--- src/rtl/mult8_seq_ctrl.sv ---
// -----------------------------------------------------------------------------
// mult8_seq_ctrl
// Sequencer for an 8x8 unsigned multiplier built from one shared 4x4 nibble
// multiplier. Operands are split into nibbles and the four partial products
// are aligned and accumulated into 16 bits, one per cycle.
//
// Build option:
//   MULT8_ZERO_SKIP_EN  when defined, a zero operand at start goes straight to
//                       DONE with product 0 (done one cycle after start).
//
// Parameters:
//   PIPE_PP   0: accumulate the aligned partial product directly
//             1: register the aligned partial product first (+1 cycle)
//
// Ports:
//   clk      in   1   clock, rising edge
//   rst_n    in   1   synchronous active-low reset
//   start    in   1   multiply request, sampled in IDLE or DONE
//   a        in   8   multiplicand, captured on accepted start
//   b        in   8   multiplier, captured on accepted start
//   busy     out  1   partial products being accumulated
//   done     out  1   one-cycle product-valid pulse
//   product  out 16   result, held until the next DONE entry
//   pp_sel   out  2   current partial-product select (00 outside CALC)
//
// state | meaning
// IDLE  | waiting for start
// CALC  | stepping pp_sel 00..11 (plus one drain cycle when PIPE_PP=1)
// DONE  | done pulse; product valid; start accepted for back-to-back ops
// -----------------------------------------------------------------------------
module mult8_seq_ctrl #(
  parameter bit PIPE_PP = 1'b0
) (
  input  logic        clk,
  input  logic        rst_n,
  input  logic        start,
  input  logic [7:0]  a,
  input  logic [7:0]  b,
  output logic        busy,
  output logic        done,
  output logic [15:0] product,
  output logic [1:0]  pp_sel
);

  typedef enum logic [1:0] {
    IDLE = 2'b00,
    CALC = 2'b01,
    DONE = 2'b10
  } state_t;

  state_t      state_q, state_d;
  logic [7:0]  a_q, a_d;
  logic [7:0]  b_q, b_d;
  logic [15:0] acc_q, acc_d;
  logic [15:0] prod_q, prod_d;
  logic [1:0]  cnt_q, cnt_d;
  logic        drain_q, drain_d;
  logic [15:0] pipe_q, pipe_d;

  logic [3:0]  op_x, op_y;
  logic [7:0]  nib;
  logic [15:0] pp_aligned;
  logic [15:0] acc_sum;

  // Shared nibble multiplier: pp_sel[0] picks the a nibble, pp_sel[1] the b nibble.
  always_comb begin
    op_x = cnt_q[0] ? a_q[7:4] : a_q[3:0];
    op_y = cnt_q[1] ? b_q[7:4] : b_q[3:0];
    nib  = {4'h0, op_x} * {4'h0, op_y};
    case (cnt_q)
      2'b00:   pp_aligned = {8'h00, nib};
      2'b11:   pp_aligned = {nib, 8'h00};
      default: pp_aligned = {4'h0, nib, 4'h0};
    endcase
  end

  always_comb begin
    state_d = state_q;
    a_d     = a_q;
    b_d     = b_q;
    acc_d   = acc_q;
    prod_d  = prod_q;
    cnt_d   = cnt_q;
    drain_d = drain_q;
    pipe_d  = pipe_q;
    acc_sum = 16'h0000;

    case (state_q)
      IDLE, DONE: begin
        if (start) begin
          a_d     = a;
          b_d     = b;
          acc_d   = 16'h0000;
          cnt_d   = 2'b00;
          drain_d = 1'b0;
          pipe_d  = 16'h0000;
`ifdef MULT8_ZERO_SKIP_EN
          if ((a == 8'h00) || (b == 8'h00)) begin
            state_d = DONE;
            prod_d  = 16'h0000;
          end else begin
            state_d = CALC;
          end
`else
          state_d = CALC;
`endif
        end else begin
          state_d = IDLE;
        end
      end

      CALC: begin
        if (!PIPE_PP) begin
          acc_sum = acc_q + pp_aligned;
          acc_d   = acc_sum;
          cnt_d   = cnt_q + 2'd1;
          if (cnt_q == 2'b11) begin
            state_d = DONE;
            prod_d  = acc_sum;
          end
        end else begin
          // pipe_q starts at zero, so the first accumulate adds nothing.
          acc_sum = acc_q + pipe_q;
          acc_d   = acc_sum;
          if (!drain_q) begin
            pipe_d = pp_aligned;
            cnt_d  = cnt_q + 2'd1;
            if (cnt_q == 2'b11) drain_d = 1'b1;
          end else begin
            state_d = DONE;
            prod_d  = acc_sum;
            drain_d = 1'b0;
            pipe_d  = 16'h0000;
          end
        end
      end

      default: state_d = IDLE;
    endcase
  end

  always_ff @(posedge clk) begin
    if (!rst_n) begin
      state_q <= IDLE;
      a_q     <= 8'h00;
      b_q     <= 8'h00;
      acc_q   <= 16'h0000;
      prod_q  <= 16'h0000;
      cnt_q   <= 2'b00;
      drain_q <= 1'b0;
      pipe_q  <= 16'h0000;
    end else begin
      state_q <= state_d;
      a_q     <= a_d;
      b_q     <= b_d;
      acc_q   <= acc_d;
      prod_q  <= prod_d;
      cnt_q   <= cnt_d;
      drain_q <= drain_d;
      pipe_q  <= pipe_d;
    end
  end

  // The counter wraps to 00 before the drain cycle, so pp_sel reads 00 there.
  assign busy    = (state_q == CALC);
  assign done    = (state_q == DONE);
  assign product = prod_q;
  assign pp_sel  = (state_q == CALC) ? cnt_q : 2'b00;

endmodule

--- config.mk ---
export PLATFORM = sky130hd
export DESIGN_NAME = mult8_seq_ctrl
export DESIGN_NICKNAME = d
export VERILOG_FILES = /design/src/rtl/mult8_seq_ctrl.sv
export SDC_FILE = /design/constraint.sdc
export NUM_CORES = 1
export LEC_CHECK = 0
export CORE_MARGIN = 2
export CORE_UTILIZATION = 57
export CTS_BUF_LIST = sky130_fd_sc_hd__clkbuf_4 sky130_fd_sc_hd__clkbuf_8 sky130_fd_sc_hd__clkbuf_16
export CTS_CLUSTER_SIZE = 14
export DETAILED_ROUTE_END_ITERATION = 7
export PLACE_DENSITY = 0.81
export SYNTH_ARGS = -nofsm -noshare
export SYNTH_HDL_FRONTEND = slang
export SYNTH_SLANG_ARGS = --single-unit
--- constraint.sdc ---
create_clock -name clk -period 5.7 [get_ports clk]
set_input_delay 0.57 -clock clk [delete_from_list [all_inputs] [get_ports clk]]
set_output_delay 0.57 -clock clk [all_outputs]
set_load 0.02 [all_outputs]
==> impl_results.md <==
* Outcome: finished, final reports clean
* Largest net degree at the start of global routing at between 40 and 50
* Worst-Skew Late Latency at about 0.31 ns
* Worst Setup End Kind: flop
* Vias per inst at 5.79
* Post-synth ARST share at 0
* Initial antenna violation count at 0
* Hold Fails Final Rpt at 0
* Overall routed net length at roughly 8000 um
* Power Dens Cells at 195 nW/um2
* Slew margin rel. at 0.497
* Critical path class: reg -> reg
* DRT antenna net count at 0
* TritonCTS clock tree: yes
* Tightest Pin Transition at approximately 0.75 ns
* Post-CTS Hold Fix Bufs at 0
* DR DRC count at 0
* Peak supply drop at about 0.00014 V
* Worst Path Max Fanout at 8
* Synthesized area at 3410 um2
* Layout cells sized above 1 at 0.0397
* Worst endpoint required time at 5.90 ns
* Number of enable flip-flop cells after synthesis at 0
* Htree depth at 2
* Vias at slightly above 3000
* Row count at 28
* Fmax at between 0.15 and 0.2 GHz
* Sum Neg Setup Slack at 0 ns
* Most common cell in the synthesized netlist: nand2_1
* Sequential area share after synthesis at 0.305
* Mapped Cells at approximately 420
* Per-cell routed wire length at 15.5 um
* Top Ports at 39
* Worst Hold Class: reg -> reg
* Die area at approximately 6600 um2
* LEAKAGE at about 1.6 nW
* CP startpoint kind: flop
* Slew Viols, Final at 0
* Clk sinks at between 50 and 60
* Synth Flop Type: dfxtp_1
* Initial Utilization at 0.583
* Synth area leader: dfxtp_1
* R2r setup slk at around 0.42 ns
* Total iterations of the first detailed-routing run at 5
* Gr usage total at 0.258
* DIE HEIGHT at 81.3 um
* Post-synth top cells: nand2_1 (71), dfxtp_1 (52), nor2_1 (41)
* Placed cells at ~520
* Die width at 81.3 um
* Syn avg cell area at between 8 and 9 um2
* Drt initial violations at 244
* Clk pin slew, worst setup/hold paths at approximately 0.1 ns
* RSZ-0062 raised after global routing: no
* Crit share post-route at 0.926
* Synth top area share at 0.305
* Final cell count without fillers at ~530
* Number of global-route vias before repair at around 2900
* Core Area at a little under 6000 um2
* Largest cells by area after synthesis: dfxtp_1 (31%), ha_1 (11%), nand2_1 (7.8%)
* WP data arrival at between 5 and 6 ns
* CTS Buffer Depth at 2
* GPL Wtd Cong at roughly 0.91
* Post-DP HPWL at between 6000 and 7000 um
* Fin crit period at ~5.3 ns
* First-pass GRT wire length at around 13000 um
* Yosys warns at 0
* Final Setup Violations at 0
* Inserted Diodes at 0
* Post-synth net total at roughly 480
* Cell variety after synth at 54
* # nets final at approximately 500
* Syn-to-layout area delta at 15.9%
* Total grt overflow at 0
* Final Skew at around 0.010 ns
* MaxCap Viol Count at 0
* TritonCTS Buffers at 5
* CTS root buf: clkbuf_8
* # port buffers at 38
* Number of synthesized register bits at 52
stage by stage:
| step | setup slack (ns) | util | area [um2] | power (mW) | hold WS [ns] |
|---|---|---|---|---|---|
| floorplan | 0.803 | - | 3410 | 0.444 | 0.434 |
| detailed placement | 0.412 | 0.653 | 3820 | 0.478 | 0.447 |
| global route | 0.0826 | 0.675 | 3950 | 0.795 | 0.501 |
| finish | 0.419 | 0.675 | 3950 | 0.770 | 0.459 |
| global placement | 0.560 | 0.653 | 3820 | 0.476 | 0.440 |
| CTS | 0.299 | 0.675 | 3950 | 0.772 | 0.462 |
cells in the final DEF (no fill, tap or decap), types with 2 or more instances in the layout:
cell / netlist / layout
o21a_1: 3 / 3
o21ai_0: 18 / 18
nor3_1: 4 / 4
xnor2_1: 13 / 13
inv_1: 23 / 23
o211ai_1: 2 / 2
nor4_1: 2 / 2
clkbuf_8: 0 / 5
nor4b_1: 2 / 2
nor3b_1: 2 / 2
nor2_1: 41 / 41
mux2i_1: 10 / 10
and2_1: 4 / 4
nand2_1: 71 / 71
a31oi_1: 2 / 2
xor2_1: 5 / 5
clkdlybuf4s50_1: 0 / 38
fa_1: 5 / 5
or2_2: 3 / 3
a311o_1: 3 / 3
bufinv_16: 0 / 2
dfxtp_2: 0 / 2
nand2b_1: 3 / 3
nor2b_1: 10 / 10
a211o_1: 2 / 2
a22oi_1: 10 / 10
nand3_1: 17 / 17
a21o_1: 6 / 6
a21oi_1: 13 / 13
o21ai_1: 3 / 3
ha_1: 29 / 29
dfxtp_1: 52 / 50
buf_4: 0 / 3
o211a_1: 2 / 2
and3_1: 2 / 2
o31ai_1: 2 / 2
a21boi_0: 23 / 23
cells by family after synthesis:
kind of cell,count (synthesis),synth area share
XOR/XNOR,18,0.0462
AND/OR/NAND/NOR,168,0.224
AO/OA/AOI/OAI,100,0.208
adder cells (fa/ha/maj),34,0.136
buffers and inverters,42,0.0510
multiplexers,10,0.0294
flip-flops,52,0.305
sequential cells by signal, summed over array words and instances (netlist names):
register,flops
a_q,8
cnt_q,2
state_q,2
product,16
acc_q,16
b_q,8
path summary, 6_finish.rpt:
kind / from / end / depth (start not counted)
worst max-delay path: cnt_q[0] / acc_q[15] / 20
worst min-delay path: product[12] / product[12] / 2
worst max register to register: cnt_q[0] / acc_q[15] / 20
worst min register to register: product[12] / product[12] / 2
what timing repair did:
action / in CTS / in global routing
gates resized for setup: 0 / 2
endpoints found under the setup margin: 0 / 1
buffers inserted: 0 / 0
endpoints found under the hold margin: 0 / 0
power by group:
group          switching [mW]  internal (mW)
Combinational          0.0553         0.0368
Sequential            0.00734          0.372
Clock                   0.125          0.173
worst max-delay path, cell delays in order (launching register included):
cell and delay (ns):
dfxtp_2 0.44, mux2i_1 0.20, or2_2 0.34, fa_1 0.56, inv_1 0.07, fa_1 0.49, ha_1 0.30, a21oi_1 0.21
o211ai_1 0.13, a21oi_1 0.18, xnor2_1 0.24, nand2_1 0.11, o21ai_0 0.16, ha_1 0.37, o21a_1 0.19, o21a_1 0.16
o22a_1 0.22, a21oi_4 0.19, nor4b_1 0.08, a2111oi_1 0.42, nand2_1 0.08
cell type report:
cell class                 count  area [um2]
multi-input combinational    330        2190
fill                         472        1900
sequential                    52        1040
timing repair buffer          41         403
tap                           75        93.8
inverter                      23        86.3
clock buffer                   5        68.8
clock inverter                 2        60.1
metal layers:
metal	track usage	routed length, um	share of wire	vias to the layer above
met4	0.0983	180	0.022	0
met2	0.401	3790	0.46	86
met5	0	0	0	-
met1	0.359	3800	0.46	1440
li1	-	-	-	1514
met3	0.0389	414	0.051	17
Power figures use the tool's default switching activity.
